[src/rtl/led_pkg.sv]
// Shared types for the multi-channel LED controller: channel mode encoding
// and its width.
package led_pkg;

  localparam int LED_MODE_W = 2;

  typedef enum logic [LED_MODE_W-1:0] {
    LED_OFF     = 2'd0,
    LED_ON      = 2'd1,
    LED_BLINK   = 2'd2,
    LED_ONESHOT = 2'd3
  } led_mode_t;

endpackage

[src/rtl/led_blink_ctrl_if.sv]
// Configuration write bus for led_blink_ctrl: one-cycle strobe that carries
// the target channel, mode, period and on-time.
interface led_blink_ctrl_if #(
  parameter int CH    = 4,
  parameter int PER_W = 8
);
  import led_pkg::*;

  logic                    cfg_we;
  logic [$clog2(CH)-1:0]   cfg_ch;
  logic [LED_MODE_W-1:0]   cfg_mode;
  logic [PER_W-1:0]        cfg_period;
  logic [PER_W-1:0]        cfg_on;

  modport master (
    output cfg_we, cfg_ch, cfg_mode, cfg_period, cfg_on
  );

  modport slave (
    input  cfg_we, cfg_ch, cfg_mode, cfg_period, cfg_on
  );

endinterface

[src/rtl/led_chan.sv]
// One LED channel: mode/period/on/phase registers, phase counter and the
// registered LED drive. ONESHOT support is built only with LED_ONESHOT_EN.
module led_chan
  import led_pkg::*;
#(
  parameter int PER_W = 8
) (
  input  logic                  clk,
  input  logic                  rst_n,
  input  logic                  tick,
  input  logic                  we,
  input  logic [LED_MODE_W-1:0] wr_mode,
  input  logic [PER_W-1:0]      wr_period,
  input  logic [PER_W-1:0]      wr_on,
  output logic                  led,
  output logic                  busy
);

  led_mode_t        mode_q,   mode_nxt;
  logic [PER_W-1:0] period_q, period_nxt;
  logic [PER_W-1:0] on_q,     on_nxt;
  logic [PER_W-1:0] phase_q,  phase_nxt;
  logic             led_q,    led_nxt;
  led_mode_t        wr_mode_dec;

`ifdef LED_ONESHOT_EN
  logic [PER_W:0]   phase_inc;
  assign phase_inc   = {1'b0, phase_q} + (PER_W+1)'(1);
  assign wr_mode_dec = led_mode_t'(wr_mode);
`else
  // Without ONESHOT support a mode 3 write parks the channel in OFF.
  assign wr_mode_dec = (wr_mode == LED_ONESHOT) ? LED_OFF : led_mode_t'(wr_mode);
`endif

  always_ff @(posedge clk or negedge rst_n) begin
    if (!rst_n) begin
      mode_q   <= LED_OFF;
      period_q <= '0;
      on_q     <= '0;
      phase_q  <= '0;
      led_q    <= 1'b0;
    end else begin
      mode_q   <= mode_nxt;
      period_q <= period_nxt;
      on_q     <= on_nxt;
      phase_q  <= phase_nxt;
      led_q    <= led_nxt;
    end
  end

  always_comb begin
    mode_nxt   = mode_q;
    period_nxt = period_q;
    on_nxt     = on_q;
    phase_nxt  = phase_q;
    led_nxt    = 1'b0;

    case (mode_q)
      LED_OFF: begin
        phase_nxt = '0;
        led_nxt   = 1'b0;
      end
      LED_ON: begin
        phase_nxt = '0;
        led_nxt   = 1'b1;
      end
      LED_BLINK: begin
        if (tick) begin
          phase_nxt = (phase_q == period_q) ? '0 : phase_q + PER_W'(1);
        end
        led_nxt = (phase_q < on_q);
      end
      LED_ONESHOT: begin
`ifdef LED_ONESHOT_EN
        // Zero on-time reverts immediately; otherwise revert on the tick
        // that would carry the phase past the on-time.
        if (on_q == '0) begin
          mode_nxt  = LED_OFF;
          phase_nxt = '0;
        end else if (tick) begin
          if (phase_inc >= {1'b0, on_q}) begin
            mode_nxt  = LED_OFF;
            phase_nxt = '0;
          end else begin
            phase_nxt = phase_inc[PER_W-1:0];
          end
        end
        led_nxt = (phase_q < on_q);
`else
        mode_nxt  = LED_OFF;
        phase_nxt = '0;
        led_nxt   = 1'b0;
`endif
      end
      default: begin
        mode_nxt  = LED_OFF;
        phase_nxt = '0;
      end
    endcase

    // A write overrides any same-cycle tick advance.
    if (we) begin
      mode_nxt   = wr_mode_dec;
      period_nxt = wr_period;
      on_nxt     = wr_on;
      phase_nxt  = '0;
    end
  end

  assign led = led_q;

`ifdef LED_ONESHOT_EN
  assign busy = (mode_q == LED_ONESHOT);
`else
  assign busy = 1'b0;
`endif

endmodule

[src/rtl/led_blink_ctrl.sv]
// Multi-channel LED controller top: shared tick prescaler, write-address decode
// and CH led_chan instances. Define LED_ONESHOT_EN to enable ONESHOT mode.
module led_blink_ctrl
  import led_pkg::*;
#(
  parameter int CH        = 4,
  parameter int PRESC_DIV = 1000,
  parameter int CNT_W     = 29,
  parameter int PER_W     = 8
) (
  input  logic                 clk,
  input  logic                 rst_n,
  led_blink_ctrl_if.slave      cfg,
  output logic [CNT_W-1:0]     count,
  output logic                 tick,
  output logic [CH-1:0]        led,
  output logic [CH-1:0]        busy
);

  localparam int               CHW     = $clog2(CH);
  localparam logic [CNT_W-1:0] CNT_MAX = CNT_W'(PRESC_DIV - 1);

  always_ff @(posedge clk or negedge rst_n) begin
    if (!rst_n) begin
      count <= '0;
    end else if (count == CNT_MAX) begin
      count <= '0;
    end else begin
      count <= count + CNT_W'(1);
    end
  end

  assign tick = (count == CNT_MAX);

  // An index with no matching channel selects nothing, so it is dropped.
  for (genvar i = 0; i < CH; i++) begin : g_chan
    logic chan_we;
    assign chan_we = cfg.cfg_we && (cfg.cfg_ch == CHW'(i));

    led_chan #(
      .PER_W (PER_W)
    ) u_chan (
      .clk       (clk),
      .rst_n     (rst_n),
      .tick      (tick),
      .we        (chan_we),
      .wr_mode   (cfg.cfg_mode),
      .wr_period (cfg.cfg_period),
      .wr_on     (cfg.cfg_on),
      .led       (led[i]),
      .busy      (busy[i])
    );
  end

endmodule

[src/flat_wrapper.sv]
// flat-port wrapper written by rule: the top's interface ports become plain ports
module led_blink_ctrl_flat import led_pkg::*;
#(
  parameter int CH        = 4,
  parameter int PRESC_DIV = 1000,
  parameter int CNT_W     = 29,
  parameter int PER_W     = 8
)
  (clk, rst_n, count, tick, led, busy, cfg_cfg_we, cfg_cfg_ch, cfg_cfg_mode, cfg_cfg_period, cfg_cfg_on);
  led_blink_ctrl_if #(.CH(CH), .PER_W(PER_W)) cfg_i ();
  input  logic clk;
  input  logic rst_n;
  output logic [CNT_W-1:0] count;
  output logic tick;
  output logic [CH-1:0] led;
  output logic [CH-1:0] busy;
  input wire logic [$bits(cfg_i.cfg_we)-1:0] cfg_cfg_we;
  input wire logic [$bits(cfg_i.cfg_ch)-1:0] cfg_cfg_ch;
  input wire logic [$bits(cfg_i.cfg_mode)-1:0] cfg_cfg_mode;
  input wire logic [$bits(cfg_i.cfg_period)-1:0] cfg_cfg_period;
  input wire logic [$bits(cfg_i.cfg_on)-1:0] cfg_cfg_on;
  assign cfg_i.cfg_we = cfg_cfg_we;
  assign cfg_i.cfg_ch = cfg_cfg_ch;
  assign cfg_i.cfg_mode = cfg_cfg_mode;
  assign cfg_i.cfg_period = cfg_cfg_period;
  assign cfg_i.cfg_on = cfg_cfg_on;
  led_blink_ctrl #(.CH(CH), .PRESC_DIV(PRESC_DIV), .CNT_W(CNT_W), .PER_W(PER_W)) u_core (.clk(clk), .rst_n(rst_n), .cfg(cfg_i), .count(count), .tick(tick), .led(led), .busy(busy));
endmodule
[config.mk]
export PLATFORM = sky130hd
export DESIGN_NAME = led_blink_ctrl_flat
export DESIGN_NICKNAME = d
export VERILOG_FILES = /design/src/rtl/led_pkg.sv /design/src/rtl/led_blink_ctrl_if.sv /design/src/rtl/led_chan.sv /design/src/rtl/led_blink_ctrl.sv /design/src/flat_wrapper.sv
export SDC_FILE = /design/constraint.sdc
export NUM_CORES = 1
export LEC_CHECK = 0
export ABC_AREA = 0
export BUFFER_PORTS_ARGS = -buffer_cell sky130_fd_sc_hd__clkbuf_2
export CAP_MARGIN = 20
export CORE_ASPECT_RATIO = 0.5
export CORE_MARGIN = 8
export CORE_UTILIZATION = 40
export CTS_CLUSTER_DIAMETER = 30
export DETAILED_ROUTE_END_ITERATION = 16
export PLACE_DENSITY = 0.54
export SLEW_MARGIN = 20
export SYNTH_ARGS = -nofsm -noshare
export SYNTH_HDL_FRONTEND = slang
export SYNTH_SLANG_ARGS = --single-unit
[constraint.sdc]
create_clock -name clk -period 2 [get_ports clk]
set_input_delay 0.1 -clock clk [delete_from_list [all_inputs] [get_ports clk]]
set_output_delay 0.1 -clock clk [all_outputs]
set_load 0.02 [all_outputs]
# Yosys cells after proc, flatten, opt, wreduce, memory -nomap -nowiden
# Index checks and enable logic that the tools add are counted.
[classes] eq_ne=25 n_lt_le_gt_ge=4 muxes=30 reduce_logical=21 addsub=5
[op_table] operator="$mux 8" count=12
[op_table] operator="$pmux 8 s2" count=4
[op_table] operator="$add 8x1->8 const B" count=4
[op_table] operator="$eq 8x8->1" count=4
[op_table] operator="$lt 8x8->1" count=4
[op_table] operator="$add 29x1->29 const B" count=1
[op_table] operator="$eq 29x10->1 const B" count=1
[op_table] operator="$mux 29" count=1
[op_table] operator="$eq 2x2->1 const B" count=11
[op_table] operator="$mux 2" count=9
[op_table] operator="$ne 3x2->1 const B" count=4
[op_table] operator="$pmux 1 s3" count=4
[op_table] operator="$reduce_or 3->1" count=4
[op_table] operator="$eq 2x1->1 const B" count=5
[op_table] operator="$logic_not 2->1" count=5
[op_table] operator="$reduce_bool 2->1" count=4
[op_table] operator="$reduce_or 2->1" count=4
[op_table] operator="$logic_and 1x1->1" count=4
[totals] out_inout_bits=38 register_bits=137 elab_cells=106

# Depth between registers and ports, before layout
# Gate-level depths: netlist of the first run.
[depth] ltp_word=5 ltp_mapped=9

# By module
# Synthesis of the first run repeated with hierarchy kept, for this count alone.
[hier_totals] cells_unflattened=664 area_unflattened_um2=7158.1
[by_module_without_submodules] mod="led_chan" area_each_um2=1422.6 cells_per_inst=133 instances=4
[by_module_without_submodules] mod="led_blink_ctrl" area_each_um2=1467.7 cells_per_inst=132 instances=1

# Worst setup path before layout of the first run
# Ideal clock, no wire load.
[synth_path] path_type="register to register" from="reg u_core.count[0]" to="reg u_core.g_chan[2].u_chan.phase_q[3]" setup_time_ns=0.130 path_buffers=1 period_less_slack_ns=1.979 path_slack_ns=0.021 arrival_time_ns=1.849 path_stages_with_launch=8 cell_sequence="dfrtp_1 ha_1 and4_1 nand3_1 or3_4 buf_6 a32oi_1 o41ai_1"
[synth_via] elab_chain_len=2
[synth_rtl] item="start: declaration" line_no="led_blink_ctrl.sv:14" rtl="output logic [CNT_W-1:0] count,"
[synth_rtl] item="start signal: assignment" line_no="led_blink_ctrl.sv:29" rtl="count <= count + CNT_W'(1);"
[synth_rtl] item="$eq 29x10->1" line_no="led_blink_ctrl.sv:33" rtl="assign tick = (count == CNT_MAX);"
[synth_rtl] item="$ne 3x2->1 (no source line)"
[synth_rtl] item="end signal: assignment" line_no="led_chan.sv:46" rtl="phase_q <= phase_nxt;"
[synth_rtl] item="end: declaration" line_no="led_chan.sv:22" rtl="logic [PER_W-1:0] phase_q, phase_nxt;"
# Every way passes these cells.
# A chain may end at the register's enable or synchronous reset.

# Worst setup path after layout of the first run
[layout_path] from="reg u_core.count[21]" to="reg u_core.g_chan[0].u_chan.phase_q[7]"
[layout_via] elab_chain_len=2
[layout_rtl] item="$eq 29x10->1" line_no="led_blink_ctrl.sv:33"
[layout_rtl] item="$ne 3x2->1 (no source line)"
[layout_rtl] item="end signal: assignment" line_no="led_chan.sv:46"
[layout_rtl] item="end: declaration" line_no="led_chan.sv:22"
# Every way passes these cells.

==> metrics.txt, run 1 <==
# TYPE chip_impl_metric gauge
chip_impl_info{name="status",value="finished clean"} 1
chip_impl_info{name="rsz0062_at_grt",value="yes"} 1
chip_impl_metric{name="cellPowerDensity",unit="nW/um^2"} 838.2
chip_impl_metric{name="synthSimpleGateAreaFrac",unit=""} 0.1904
chip_impl_metric{name="post-synth-top-area-fraction",unit=""} 0.4671
chip_impl_metric{name="gr-usage-all-layers",unit=""} 0.1627
chip_impl_metric{name="first_pass_iteration_count_of_the_detailed_router",unit=""} 6
chip_impl_metric{name="ys_seq_elements",unit=""} 137
chip_impl_metric{name="synth_fa_ha_area_frac",unit=""} 0.06989
chip_impl_metric{name="power_leakage",unit="nW"} 4.259
chip_impl_metric{name="placeableCoreArea",unit="sq um"} 18170
chip_impl_metric{name="report.final.setup_viol",unit=""} 0
chip_impl_metric{name="antenna_left",unit=""} 0
chip_impl_info{name="synth_top_family_by_area",value="simple AND/OR/NAND/NOR gates"} 1
chip_impl_metric{name="final_period_minus_worst_setup_slack",unit="ns"} 1.927
chip_impl_metric{name="numCtsBuffers",unit=""} 17
chip_impl_metric{name="worstPathMaxFanout",unit=""} 13
chip_impl_metric{name="fp.dieArea",unit="sq um"} 23200
chip_impl_metric{name="final_replace_weighted_congestion",unit=""} 0.7641
chip_impl_metric{name="cap_viol_max_count",unit=""} 0
chip_impl_metric{name="deepest_level_of_the_cts_h_tree",unit=""} 4
chip_impl_metric{name="layout-area-overhead-vs-synth",unit="%"} 21.46
chip_impl_metric{name="pin_count_of_the_biggest_net_entering_global_routing",unit=""} 54
chip_impl_info{name="clock-root-buffer",value="sky130_fd_sc_hd__clkbuf_16"} 1
chip_impl_metric{name="critical_path_required",unit="ns"} 2.29
chip_impl_metric{name="timing.fmax",unit="GHz"} 0.5189
chip_impl_info{name="tritoncts",value="yes"} 1
chip_impl_info{name="crit-reg2reg-capture",value="u_core.g_chan[0].u_chan.phase_q[7]"} 1
chip_impl_metric{name="setup_total_negative_slack",unit="ns"} 0
chip_impl_metric{name="drt_wl_total",unit="um"} 18540
chip_impl_metric{name="arrival",unit="ns"} 2.22
chip_impl_metric{name="1st_iter_drt_viols",unit=""} 269
chip_impl_metric{name="synth_sequential_area_ratio",unit=""} 0.4671
chip_impl_metric{name="worstHoldPathCells",unit=""} 3
chip_impl_metric{name="layout.cells.non_filler",unit=""} 1056
chip_impl_metric{name="synth_compound_area_frac",unit=""} 0.08558
chip_impl_info{name="min_to",value="u_core.g_chan[0].u_chan.on_q[5]"} 1
chip_impl_metric{name="starting_utilization_of_the_core_area",unit=""} 0.4039
chip_impl_metric{name="post_synth_num_cell_types",unit=""} 52
chip_impl_info{name="synthTopCellsByArea",value="sky130_fd_sc_hd__dfrtp_1, sky130_fd_sc_hd__mux2_2, sky130_fd_sc_hd__ha_1"} 1
chip_impl_metric{name="r2r_setup_slack",unit="ns"} 0.07
chip_impl_metric{name="post_detailed_route_wirelength_per_cell",unit="um"} 17.55
chip_impl_metric{name="place_hpwl",unit="um"} 13500
chip_impl_metric{name="insertion_delay_to_the_later_sink_of_the_worst_skew_pair",unit="ns"} 0.42
chip_impl_metric{name="grt.overflow.total",unit=""} 0
chip_impl_metric{name="floorplan.die.height",unit="um"} 111.8
chip_impl_metric{name="final_net_count",unit=""} 867
chip_impl_metric{name="top_level_ports",unit=""} 61
chip_impl_metric{name="first_pass_grt_wire_length",unit="um"} 30170
chip_impl_metric{name="cts.sinks",unit=""} 137
chip_impl_info{name="worstReg2RegStart",value="u_core.count[21]"} 1
chip_impl_info{name="worstSetupStartpointType",value="register"} 1
chip_impl_metric{name="synth_warnings",unit=""} 0
chip_impl_metric{name="placement_rows",unit=""} 35
chip_impl_metric{name="vdd.ir_drop.worst",unit="V"} 0.0005274
chip_impl_metric{name="cts-root-to-sink-buffers",unit=""} 2
chip_impl_metric{name="place_inst",unit=""} 1010
chip_impl_metric{name="drc",unit=""} 0
chip_impl_metric{name="syn-cell-area",unit="sq um"} 7340
chip_impl_metric{name="yosys-mux-area-fraction",unit=""} 0.07364
chip_impl_metric{name="rr_worst_depth",unit=""} 5
chip_impl_metric{name="timing_max_transition_violations_final",unit=""} 0
chip_impl_info{name="final_cell_mix",value="sky130_fd_sc_hd__dfrtp_1, sky130_fd_sc_hd__nand2_1, sky130_fd_sc_hd__clkbuf_2, sky130_fd_sc_hd__mux2_2, sky130_fd_sc_hd__nand3_1"} 1
chip_impl_info{name="cp-end-kind",value="register"} 1
chip_impl_metric{name="transition_at_the_pin_with_the_smallest_max_transition_slack",unit="ns"} 0.5378
chip_impl_metric{name="first_global_vias",unit=""} 5558
chip_impl_metric{name="n_fill_cell",unit=""} 1660
chip_impl_metric{name="port_buffers",unit=""} 56
chip_impl_metric{name="placement.cell_area",unit="sq um"} 8080
chip_impl_metric{name="synth_xor_area_frac",unit=""} 0.06921
chip_impl_info{name="final_common_cell",value="sky130_fd_sc_hd__dfrtp_1"} 1
chip_impl_info{name="holdCritPathClass",value="input port to register"} 1
chip_impl_info{name="synth_area_leader_cell",value="sky130_fd_sc_hd__dfrtp_1"} 1
chip_impl_info{name="hp-start",value="cfg_cfg_on[5]"} 1
chip_impl_metric{name="die_width",unit="um"} 207.6
chip_impl_metric{name="route.detailed.vias_per_inst",unit=""} 5.295
chip_impl_metric{name="clock_skew",unit="ns"} 0.009536
chip_impl_metric{name="final_min_period_over_clock_period",unit=""} 0.9636
chip_impl_metric{name="worst_setup_hold_path_clk_slew",unit="ns"} 0.06
chip_impl_info{name="timing_worst_setup_path_type",value="register to register"} 1
chip_impl_metric{name="synthesis.instances",unit=""} 701
chip_impl_metric{name="postSynthAreaPerCell",unit="sq um"} 10.47
chip_impl_metric{name="n_antenna_cell",unit=""} 0
chip_impl_metric{name="drive_above_1_share",unit=""} 0.2574
chip_impl_metric{name="fin_area",unit="sq um"} 8915
chip_impl_metric{name="dr_total_vias",unit=""} 5592
chip_impl_metric{name="worst_slew_margin_rel",unit=""} 0.6414
chip_impl_metric{name="finalHoldViolations",unit=""} 0
chip_impl_metric{name="antenna_found_initial",unit=""} 0
power breakdown:
group,internal (W),switching (W)
Combinational,0.000431,0.000544
Clock,0.00198,0.00128
Sequential,0.00307,0.000172
Total,0.00547,0.00200
layout make-up:
class                   instances  area (sq um)  share of cell area
clock inverters                13         170.2             0.01909
multi-input cells             501          3694              0.4143
flip-flops and latches        137          3428              0.3846
clock buffers                  19         432.9             0.04856
well taps                     240         300.3             0.03368
repair buffers                108         742.0             0.08323
inverters                      38         147.6             0.01656
what timing repair did:
item	in CTS	in global routing
cloned	0	0
hold endpoints to repair	70	0
pin swaps	0	3
setup endpoints to repair	2	20
hold buffers	12	0
buffers inserted	1	1
resized for setup	6	14
worst max path at each step:
stage                     start                            endpoint  slack [ns]  cells after the start
3_3_place_gp   u_core.count[21]  u_core.g_chan[0].u_chan.phase_q[4]        0.03                      6
6_report       u_core.count[21]  u_core.g_chan[0].u_chan.phase_q[7]        0.07                      5
2_1_floorplan   u_core.count[0]  u_core.g_chan[2].u_chan.phase_q[3]        0.02                      7
5_1_grt        u_core.count[14]  u_core.g_chan[0].u_chan.phase_q[7]       -0.01                      6
3_5_place_dp   u_core.count[24]  u_core.g_chan[0].u_chan.phase_q[4]      -0.001                      7
4_1_cts        u_core.count[24]                                tick        0.01                      6
per-layer routing:
layer / wire length (um) / up-vias / part of all wire / track usage
met5: 0 / - / 0 / 0
met4: 152 / 0 / 0.0082 / 0.04263
met3: 686 / 13 / 0.037 / 0.03842
met2: 8630 / 93 / 0.47 / 0.2610
met1: 9066 / 2783 / 0.49 / 0.2182
li1: - / 2703 / - / -
worst max-delay path, stage by stage, from the launching register on:
cell and delay, ns:
sky130_fd_sc_hd__dfrtp_1 0.39, sky130_fd_sc_hd__nor4_2 0.39, sky130_fd_sc_hd__nand2_1 0.14, sky130_fd_sc_hd__or3_4 0.51, sky130_fd_sc_hd__a32oi_1 0.26, sky130_fd_sc_hd__o41ai_2 0.10
registers in the layout (all words and copies together), names as in the netlist:
| register | cells |
|---|---|
| u_core.g_chan.u_chan.phase_q | 32 |
| u_core.count | 29 |
| u_core.g_chan.u_chan.mode_q | 8 |
| u_core.g_chan.u_chan.led | 4 |
| u_core.g_chan.u_chan.on_q | 32 |
| u_core.g_chan.u_chan.period_q | 32 |
stage by stage:
stage                     hold WS (ns)  power, W  setup WS (ns)    util
after floorplan                -0.1956  0.003938        0.02072       -
after global placement          0.1047  0.004230        0.02803  0.4446
after detailed placement       0.09528  0.004250      -0.001251  0.4446
after CTS                     0.004782  0.007563        0.01160  0.4859
after global routing           0.02885  0.007842       -0.01194  0.4905
final                          0.01586  0.007473        0.07288  0.4905
Yosys cell counts, drive strengths merged:
library cell,number
a21o,8
a21oi,9
a221oi,4
a31oi,8
a32oi,12
and2,8
and3,20
and4,6
and4b,1
buf,21
clkbuf,7
clkinv,1
conb,1
dfrtp,137
ha,41
inv,37
mux2,48
nand2,86
nand2b,9
nand3,50
nand3b,13
nand4,8
nor2,18
nor2b,3
nor3,3
nor3b,1
nor4,18
o211a,1
o211ai,4
o21ai,29
o22ai,7
o31ai,1
o41ai,11
or2,5
or3,3
or3b,3
or4,1
xnor2,18
xor2,40
cell families (layout without fill, tap and decap cells):
logic type,Yosys count,in the layout
flip-flops,137,137
multiplexers,48,48
AO/OA/AOI/OAI,94,94
XOR/XNOR,58,58
AND/OR/NAND/NOR,256,256
other,1,4
adder cells (fa/ha/maj),41,41
buffers and inverters,66,178
(Power assumes the default switching activity.)
==> run 2, diff against run 1 <==
--- a/config.mk
+++ b/config.mk
@@ -14,6 +14,7 @@
 export CTS_CLUSTER_DIAMETER = 30
 export DETAILED_ROUTE_END_ITERATION = 16
 export PLACE_DENSITY = 0.54
+export RECOVER_POWER = 100
 export SLEW_MARGIN = 20
 export SYNTH_ARGS = -nofsm -noshare
 export SYNTH_HDL_FRONTEND = slang
==> run 2 against run 1 <==
Global-route usage stayed put. Via count shrank 0.32%. Highest routed layer unchanged. Largest cell class unchanged. Sequential share of layout area grew 0.41 points. Sequential power about the same. Largest power group unchanged. Routed wire length decreased by 0.38%. First-iteration DRC count rose by 9.3%. Non-clock buffer count unchanged. Combinational power decreased by 2%. Power decreased by 0.28%.
==> metrics.txt, run 2 (synthesized netlist as in run 1, its figures left out) <==
# TYPE chip_impl_metric gauge
chip_impl_info{name="status",value="finished clean"} 1
chip_impl_metric{name="r2r_setup_slack",unit="ns"} 0.08
chip_impl_info{name="crit-reg2reg-capture",value="u_core.g_chan[0].u_chan.phase_q[7]"} 1
chip_impl_info{name="cp-end-kind",value="register"} 1
chip_impl_info{name="crit_slowest_cell",value="sky130_fd_sc_hd__or3_4"} 1
chip_impl_metric{name="pwr-share-clk",unit=""} 0.437
chip_impl_info{name="rsz0062_at_grt",value="yes"} 1
chip_impl_metric{name="place_inst",unit=""} 1010
chip_impl_metric{name="layout.cells.non_filler",unit=""} 1056
chip_impl_metric{name="cellPowerDensity",unit="nW/um^2"} 844.9
chip_impl_info{name="crit_path_cell_trace",value="nor4_2, nand2_1, or3_4, a32oi_1, o41ai_2"} 1
chip_impl_metric{name="timing_max_transition_violations_final",unit=""} 0
chip_impl_metric{name="cts.sinks",unit=""} 137
chip_impl_metric{name="multiInputGateArea",unit="sq um"} 3684
chip_impl_metric{name="pin_count_of_the_biggest_net_entering_global_routing",unit=""} 54
chip_impl_metric{name="insertion_delay_to_the_later_sink_of_the_worst_skew_pair",unit="ns"} 0.42
chip_impl_metric{name="grt.overflow.total",unit=""} 0
chip_impl_info{name="timing.critical_path.max_delay_family",value="simple AND/OR/NAND/NOR gates"} 1
chip_impl_metric{name="power_leakage",unit="nW"} 4.104
chip_impl_metric{name="report.final.setup_viol",unit=""} 0
chip_impl_metric{name="worstPathMaxFanout",unit=""} 13
chip_impl_metric{name="drc",unit=""} 0
chip_impl_metric{name="cts-root-to-sink-buffers",unit=""} 2
chip_impl_metric{name="post_detailed_route_wirelength_per_cell",unit="um"} 17.49
chip_impl_metric{name="rr_worst_depth",unit=""} 5
chip_impl_metric{name="sw_frac",unit=""} 0.2676
chip_impl_metric{name="switchingPower",unit="W"} 0.001994
chip_impl_metric{name="n_antenna_cell",unit=""} 0
chip_impl_metric{name="transition_at_the_pin_with_the_smallest_max_transition_slack",unit="ns"} 1.408
chip_impl_metric{name="final_replace_weighted_congestion",unit=""} 0.7641
chip_impl_metric{name="vdd.ir_drop.worst",unit="V"} 0.0005267
chip_impl_metric{name="first_pass_iteration_count_of_the_detailed_router",unit=""} 5
chip_impl_info{name="worstSetupStartpointType",value="register"} 1
chip_impl_metric{name="final_min_period_over_clock_period",unit=""} 0.9614
chip_impl_metric{name="drt_wl_total",unit="um"} 18470
chip_impl_metric{name="cap_viol_max_count",unit=""} 0
chip_impl_metric{name="cp_slowest_stage_delay",unit="ns"} 0.51
chip_impl_metric{name="deepest_level_of_the_cts_h_tree",unit=""} 4
chip_impl_metric{name="worst_setup_hold_path_clk_slew",unit="ns"} 0.06
chip_impl_metric{name="n_fill_cell",unit=""} 1698
chip_impl_metric{name="timing.fmax",unit="GHz"} 0.5200
chip_impl_metric{name="numCtsBuffers",unit=""} 17
chip_impl_metric{name="finalHoldViolations",unit=""} 0
chip_impl_metric{name="route.detailed.vias_per_inst",unit=""} 5.278
chip_impl_metric{name="critical_path.n_buffers_inverters",unit=""} 0
chip_impl_info{name="min_to",value="u_core.g_chan[0].u_chan.on_q[0]"} 1
chip_impl_info{name="biggestRegsByFlops",value="u_core.g_chan.u_chan.on_q (32), u_core.g_chan.u_chan.period_q (32), u_core.g_chan.u_chan.phase_q (32)"} 1
chip_impl_metric{name="dr_total_vias",unit=""} 5574
chip_impl_metric{name="port_buffers",unit=""} 56
chip_impl_metric{name="critical_path_required",unit="ns"} 2.29
chip_impl_metric{name="internal_power",unit="W"} 0.005458
chip_impl_metric{name="top_level_ports",unit=""} 61
chip_impl_metric{name="final_period_minus_worst_setup_slack",unit="ns"} 1.923
chip_impl_info{name="holdCritPathClass",value="input port to register"} 1
chip_impl_info{name="timing_worst_setup_path_type",value="register to register"} 1
chip_impl_metric{name="placeableCoreArea",unit="sq um"} 18170
chip_impl_metric{name="placement_rows",unit=""} 35
chip_impl_metric{name="seq_power_share",unit=""} 0.434
chip_impl_metric{name="antenna_found_initial",unit=""} 0
chip_impl_info{name="clock-root-buffer",value="sky130_fd_sc_hd__clkbuf_16"} 1
chip_impl_info{name="hp-start",value="cfg_cfg_on[0]"} 1
chip_impl_metric{name="gr-usage-all-layers",unit=""} 0.1627
chip_impl_metric{name="ff_latch_area",unit="sq um"} 3428
chip_impl_metric{name="final_net_count",unit=""} 867
chip_impl_info{name="final_common_cell",value="sky130_fd_sc_hd__dfrtp_1"} 1
chip_impl_metric{name="fp.dieArea",unit="sq um"} 23200
chip_impl_metric{name="worstHoldPathCells",unit=""} 3
chip_impl_metric{name="first_pass_grt_wire_length",unit="um"} 30170
chip_impl_info{name="worstReg2RegStart",value="u_core.count[21]"} 1
chip_impl_metric{name="timing.hold.ws",unit="ns"} 0.02722
chip_impl_metric{name="comb_power_share",unit=""} 0.129
chip_impl_metric{name="arrival",unit="ns"} 2.21
chip_impl_metric{name="antenna_left",unit=""} 0
chip_impl_info{name="final_cell_mix",value="sky130_fd_sc_hd__dfrtp_1, sky130_fd_sc_hd__nand2_1, sky130_fd_sc_hd__mux2_2, sky130_fd_sc_hd__nand3_1, sky130_fd_sc_hd__clkbuf_1"} 1
chip_impl_metric{name="first_global_vias",unit=""} 5558
chip_impl_metric{name="1st_iter_drt_viols",unit=""} 294
chip_impl_metric{name="drive_above_1_share",unit=""} 0.2010
chip_impl_metric{name="floorplan.die.height",unit="um"} 111.8
chip_impl_metric{name="worst_slew_margin_rel",unit=""} 0.06124
chip_impl_metric{name="clock_skew",unit="ns"} 0.01043
chip_impl_metric{name="place_hpwl",unit="um"} 13500
chip_impl_metric{name="die_width",unit="um"} 207.6
chip_impl_metric{name="starting_utilization_of_the_core_area",unit=""} 0.4039
chip_impl_info{name="tritoncts",value="yes"} 1
chip_impl_metric{name="layout-area-overhead-vs-synth",unit="%"} 20.17
chip_impl_metric{name="report.power.total",unit="W"} 0.007452
==> run 2: cell count changes in the layout (fill, tap and decap cells not counted) <==
cell,change
sky130_fd_sc_hd__buf_12,-1
sky130_fd_sc_hd__buf_2,+1
sky130_fd_sc_hd__nor3b_2,-1
sky130_fd_sc_hd__nor3b_1,+1
sky130_fd_sc_hd__clkbuf_4,+2
sky130_fd_sc_hd__nor3_1,+1
sky130_fd_sc_hd__buf_4,-8
sky130_fd_sc_hd__nor3_2,-1
sky130_fd_sc_hd__clkbuf_1,+44
sky130_fd_sc_hd__clkbuf_2,-38
==> run 2: final cells by class <==
type                       instances  area share
clock inverter                    13     0.01929
inverter                          38     0.01674
timing repair buffer             108     0.07448
multi-input combinational        501      0.4176
tap                              240     0.03405
clock buffer                      19     0.04908
sequential                       137      0.3887
==> run 2: worst max path at each step <==
stage | from | cells after the start | endpoint
2_1_floorplan | u_core.count[0] | 7 | u_core.g_chan[2].u_chan.phase_q[3]
3_3_place_gp | u_core.count[21] | 6 | u_core.g_chan[0].u_chan.phase_q[4]
3_5_place_dp | u_core.count[24] | 7 | u_core.g_chan[0].u_chan.phase_q[4]
4_1_cts | u_core.count[24] | 6 | tick
5_1_grt | u_core.count[14] | 6 | u_core.g_chan[0].u_chan.phase_q[7]
6_report | u_core.count[21] | 5 | u_core.g_chan[0].u_chan.phase_q[7]
==> run 2: worst register-to-register path, cell delays in order (launching register included) <==
cell and delay (ns):
sky130_fd_sc_hd__dfrtp_1 0.39, sky130_fd_sc_hd__nor4_2 0.39, sky130_fd_sc_hd__nand2_1 0.14, sky130_fd_sc_hd__or3_4 0.51, sky130_fd_sc_hd__a32oi_1 0.28, sky130_fd_sc_hd__o41ai_2 0.10
==> run 2: per-layer routing <==
| layer | up-vias | track usage | part of all wire |
|---|---|---|---|
| met3 | 14 | 0.03842 | 0.038 |
| met5 | - | 0 | 0 |
| met2 | 101 | 0.2610 | 0.47 |
| met1 | 2756 | 0.2182 | 0.49 |
| li1 | 2703 | - | - |
| met4 | 0 | 0.04263 | 0.0079 |
==> run 2: power by group through the flow <==
stage / Clock (W) / Sequential (W) / Combinational, W
floorplan: 0 / 0.00323 / 0.000704
global placement: 0 / 0.00328 / 0.000949
detailed placement: 0 / 0.00329 / 0.000960
CTS: 0.00333 / 0.00324 / 0.000990
global route: 0.00346 / 0.00327 / 0.00109
finish: 0.00326 / 0.00324 / 0.000958
==> run 2: metrics by stage <==
stage	worst slack, ns	utilization	area, sq um	setup TNS [ns]
3_5_place_dp	-0.001251	0.4446	8080	-0.001251
2_1_floorplan	0.02072	-	7351	0
3_3_place_gp	0.02803	0.4446	8080	0
6_report	0.07710	0.4853	8820	0
4_1_cts	0.01160	0.4859	8831	0
5_1_grt	-0.01194	0.4853	8820	-0.04137
==> run 2: what timing repair did <==
action                                 in CTS  in global routing
resized for setup                           6                 14
pin swaps                                   0                  3
endpoints found under the hold margin      70                  0
setup endpoints to repair                   2                 20
buffers inserted                            1                  1
hold buffers                               12                  0
==> run 3, diff against run 2 <==
--- a/config.mk
+++ b/config.mk
@@ -11,6 +11,7 @@
 export CORE_ASPECT_RATIO = 0.5
 export CORE_MARGIN = 8
 export CORE_UTILIZATION = 40
+export CTS_BUF_LIST = sky130_fd_sc_hd__clkbuf_8
 export CTS_CLUSTER_DIAMETER = 30
 export DETAILED_ROUTE_END_ITERATION = 16
 export PLACE_DENSITY = 0.54
==> run 3 against run 2 <==
Hold slack gained 0.0034 ns. First-iteration DRC count is 6.1% higher. Final cell count increased by 0.47%. Via count up 1.3%. Critical path type unchanged.
==> metrics.txt, run 3 (synthesized netlist as in run 1, its figures left out) <==
# TYPE chip_impl_metric gauge
chip_impl_info{name="biggestRegsByFlops",value="u_core.g_chan.u_chan.on_q (32), u_core.g_chan.u_chan.period_q (32), u_core.g_chan.u_chan.phase_q (32)"} 1
chip_impl_metric{name="clock_skew",unit="ns"} 0.01591
chip_impl_metric{name="drt_wl_total",unit="um"} 18440
chip_impl_metric{name="cellPowerDensity",unit="nW/um^2"} 762.7
chip_impl_info{name="crit-reg2reg-capture",value="u_core.g_chan[0].u_chan.phase_q[4]"} 1
chip_impl_info{name="holdCritPathClass",value="input port to register"} 1
chip_impl_metric{name="insertion_delay_to_the_later_sink_of_the_worst_skew_pair",unit="ns"} 0.44
chip_impl_info{name="maxUsedRoutingLayer",value="met4"} 1
chip_impl_info{name="final_cell_mix",value="sky130_fd_sc_hd__dfrtp_1, sky130_fd_sc_hd__nand2_1, sky130_fd_sc_hd__nand3_1, sky130_fd_sc_hd__mux2_2"} 1
chip_impl_info{name="cp_startpoint",value="u_core.count[28]"} 1
chip_impl_info{name="clock-root-buffer",value="sky130_fd_sc_hd__clkbuf_8"} 1
chip_impl_info{name="rsz0062_at_grt",value="yes"} 1
chip_impl_metric{name="route.detailed.vias_per_inst",unit=""} 5.320
chip_impl_metric{name="place_hpwl",unit="um"} 13500
chip_impl_metric{name="floorplan.die.height",unit="um"} 111.8
chip_impl_metric{name="placement_rows",unit=""} 35
chip_impl_metric{name="first_pass_grt_wire_length",unit="um"} 30220
chip_impl_metric{name="deepest_level_of_the_cts_h_tree",unit=""} 4
chip_impl_metric{name="setup_total_negative_slack",unit="ns"} 0
chip_impl_metric{name="n_antenna_cell",unit=""} 0
chip_impl_metric{name="antenna_left",unit=""} 0
chip_impl_metric{name="layout-area-overhead-vs-synth",unit="%"} 17.76
chip_impl_metric{name="cts-root-to-sink-buffers",unit=""} 2
chip_impl_info{name="cp-end-kind",value="register"} 1
chip_impl_metric{name="pre_cts_ws",unit="ns"} -0.001251
chip_impl_metric{name="dr_wl_met3",unit="um"} 737
chip_impl_metric{name="fp.dieArea",unit="sq um"} 23200
chip_impl_metric{name="final_period_minus_worst_setup_slack",unit="ns"} 1.971
chip_impl_info{name="status",value="finished clean"} 1
chip_impl_metric{name="worst_setup_hold_path_clk_slew",unit="ns"} 0.08
chip_impl_metric{name="timing.hold.ws",unit="ns"} 0.03058
chip_impl_metric{name="first_global_vias",unit=""} 5634
chip_impl_metric{name="1st_iter_drt_viols",unit=""} 312
chip_impl_metric{name="post_detailed_route_wirelength_per_cell",unit="um"} 17.38
chip_impl_info{name="worstSetupStartpointType",value="register"} 1
chip_impl_info{name="crit_slowest_cell",value="sky130_fd_sc_hd__or3_4"} 1
chip_impl_metric{name="critical_path.n_buffers_inverters",unit=""} 1
chip_impl_metric{name="switchingPower",unit="W"} 0.001873
chip_impl_info{name="min_to",value="u_core.g_chan[0].u_chan.on_q[1]"} 1
chip_impl_metric{name="cap_viol_max_count",unit=""} 0
chip_impl_metric{name="drive_above_1_share",unit=""} 0.2034
chip_impl_metric{name="placeableCoreArea",unit="sq um"} 18170
chip_impl_metric{name="vdd.ir_drop.worst",unit="V"} 0.0003069
chip_impl_info{name="crit_path_cell_trace",value="nor4_2, buf_4, nand2_1, or3_4, a32oi_1, o41ai_2"} 1
chip_impl_info{name="tritoncts",value="yes"} 1
chip_impl_metric{name="first_pass_iteration_count_of_the_detailed_router",unit=""} 5
chip_impl_metric{name="report.power.total",unit="W"} 0.006592
chip_impl_metric{name="final_min_period_over_clock_period",unit=""} 0.9856
chip_impl_metric{name="final_net_count",unit=""} 872
chip_impl_info{name="timing_worst_setup_path_type",value="register to register"} 1
chip_impl_metric{name="port_buffers",unit=""} 56
chip_impl_metric{name="arrival",unit="ns"} 2.29
chip_impl_metric{name="comb_power_share",unit=""} 0.146
chip_impl_metric{name="internal_power",unit="W"} 0.004719
chip_impl_info{name="timing.critical_path.max_delay_family",value="simple AND/OR/NAND/NOR gates"} 1
chip_impl_metric{name="worstHoldPathCells",unit=""} 3
chip_impl_metric{name="met2_wirelength",unit="um"} 8682
chip_impl_metric{name="numCtsBuffers",unit=""} 17
chip_impl_metric{name="critical_path_required",unit="ns"} 2.31
chip_impl_metric{name="antenna_found_initial",unit=""} 0
chip_impl_metric{name="final_critical_path_setup_slack",unit="ns"} 0.02881
chip_impl_metric{name="transition_at_the_pin_with_the_smallest_max_transition_slack",unit="ns"} 1.395
chip_impl_info{name="hp-start",value="cfg_cfg_on[1]"} 1
chip_impl_metric{name="final_replace_weighted_congestion",unit=""} 0.7641
chip_impl_metric{name="timing_max_transition_violations_final",unit=""} 0
chip_impl_metric{name="r2r_setup_slack",unit="ns"} 0.03
chip_impl_metric{name="die_width",unit="um"} 207.6
chip_impl_metric{name="power_leakage",unit="nW"} 4.069
chip_impl_metric{name="grt.overflow.total",unit=""} 0
chip_impl_metric{name="rr_worst_depth",unit=""} 6
chip_impl_metric{name="length_of_routed_wiring_on_met1",unit="um"} 8814
chip_impl_metric{name="pin_count_of_the_biggest_net_entering_global_routing",unit=""} 54
chip_impl_info{name="final_common_cell",value="sky130_fd_sc_hd__dfrtp_1"} 1
chip_impl_metric{name="drc",unit=""} 0
chip_impl_metric{name="dr_total_vias",unit=""} 5645
chip_impl_metric{name="report.final.setup_viol",unit=""} 0
chip_impl_metric{name="pwr-share-clk",unit=""} 0.364
chip_impl_metric{name="finalHoldViolations",unit=""} 0
chip_impl_info{name="worstReg2RegStart",value="u_core.count[28]"} 1
chip_impl_metric{name="cp_slowest_stage_delay",unit="ns"} 0.50
chip_impl_metric{name="sw_frac",unit=""} 0.2841
chip_impl_metric{name="starting_utilization_of_the_core_area",unit=""} 0.4039
chip_impl_metric{name="top_level_ports",unit=""} 61
chip_impl_metric{name="worstPathMaxFanout",unit=""} 13
chip_impl_metric{name="cts.sinks",unit=""} 137
chip_impl_metric{name="worst_slew_margin_rel",unit=""} 0.07019
chip_impl_metric{name="seq_power_share",unit=""} 0.490
chip_impl_metric{name="timing.fmax",unit="GHz"} 0.5073
chip_impl_metric{name="gr-usage-all-layers",unit=""} 0.1625
[run 3: cell types whose count changed in the layout (fill, tap and decap cells not counted), sizes merged]
cell and change:
dlygate4sd3 +3, inv +2
[run 3: timing repair]
action,4_1_cts,5_1_grt
pin swaps,0,4
setup endpoints to repair,2,14
resized for setup,8,9
hold endpoints to repair,91,0
gates cloned,0,0
buffers inserted,3,1
hold buffers,15,0
[run 3: area by class of cell]
type | count | area (sq um)
fill | 1718 | 9530
tap | 240 | 300.3
inverter | 38 | 147.6
multi-input combinational | 501 | 3652
timing repair buffer | 113 | 703.2
clock inverter | 15 | 177.7
clock buffer | 17 | 234.0
sequential | 137 | 3428
[run 3: how the worst max path moves through the flow]
stage	end	slack, ns	depth (start not counted)
2_1_floorplan	u_core.g_chan[2].u_chan.phase_q[3]	0.02	7
3_3_place_gp	u_core.g_chan[0].u_chan.phase_q[4]	0.03	6
3_5_place_dp	u_core.g_chan[0].u_chan.phase_q[4]	-0.001	7
4_1_cts	tick	0.002	6
5_1_grt	u_core.g_chan[3].u_chan.phase_q[7]	-0.05	6
6_report	u_core.g_chan[0].u_chan.phase_q[4]	0.03	6
[run 3: worst min-delay path: stages]
cell and delay, ns:
sky130_fd_sc_hd__clkbuf_2 0.19, sky130_fd_sc_hd__nand2_1 0.07, sky130_fd_sc_hd__o21ai_0 0.07
[run 3: power groups by stage]
stage	registers [W]	clock network (W)	logic (W)
CTS	0.00323	0.00248	0.000993
global route	0.00327	0.00260	0.00109
global placement	0.00328	0	0.000949
finish	0.00323	0.00240	0.000959
floorplan	0.00323	0	0.000704
detailed placement	0.00329	0	0.000960
[run 3: metal layers]
| metal | GRT usage | vias to the layer above |
|---|---|---|
| met5 | 0 | - |
| met4 | 0.05163 | 0 |
| met3 | 0.03505 | 18 |
| met2 | 0.2621 | 117 |
| met1 | 0.2158 | 2798 |
| li1 | - | 2712 |
[run 3: metrics by stage]
stage | cell area, sq um | cells | util
2_1_floorplan | 7351 | 704 | -
3_3_place_gp | 8080 | 1010 | 0.4446
3_5_place_dp | 8080 | 1010 | 0.4446
4_1_cts | 8697 | 1060 | 0.4786
5_1_grt | 8643 | 1061 | 0.4756
6_report | 8643 | 1061 | 0.4756
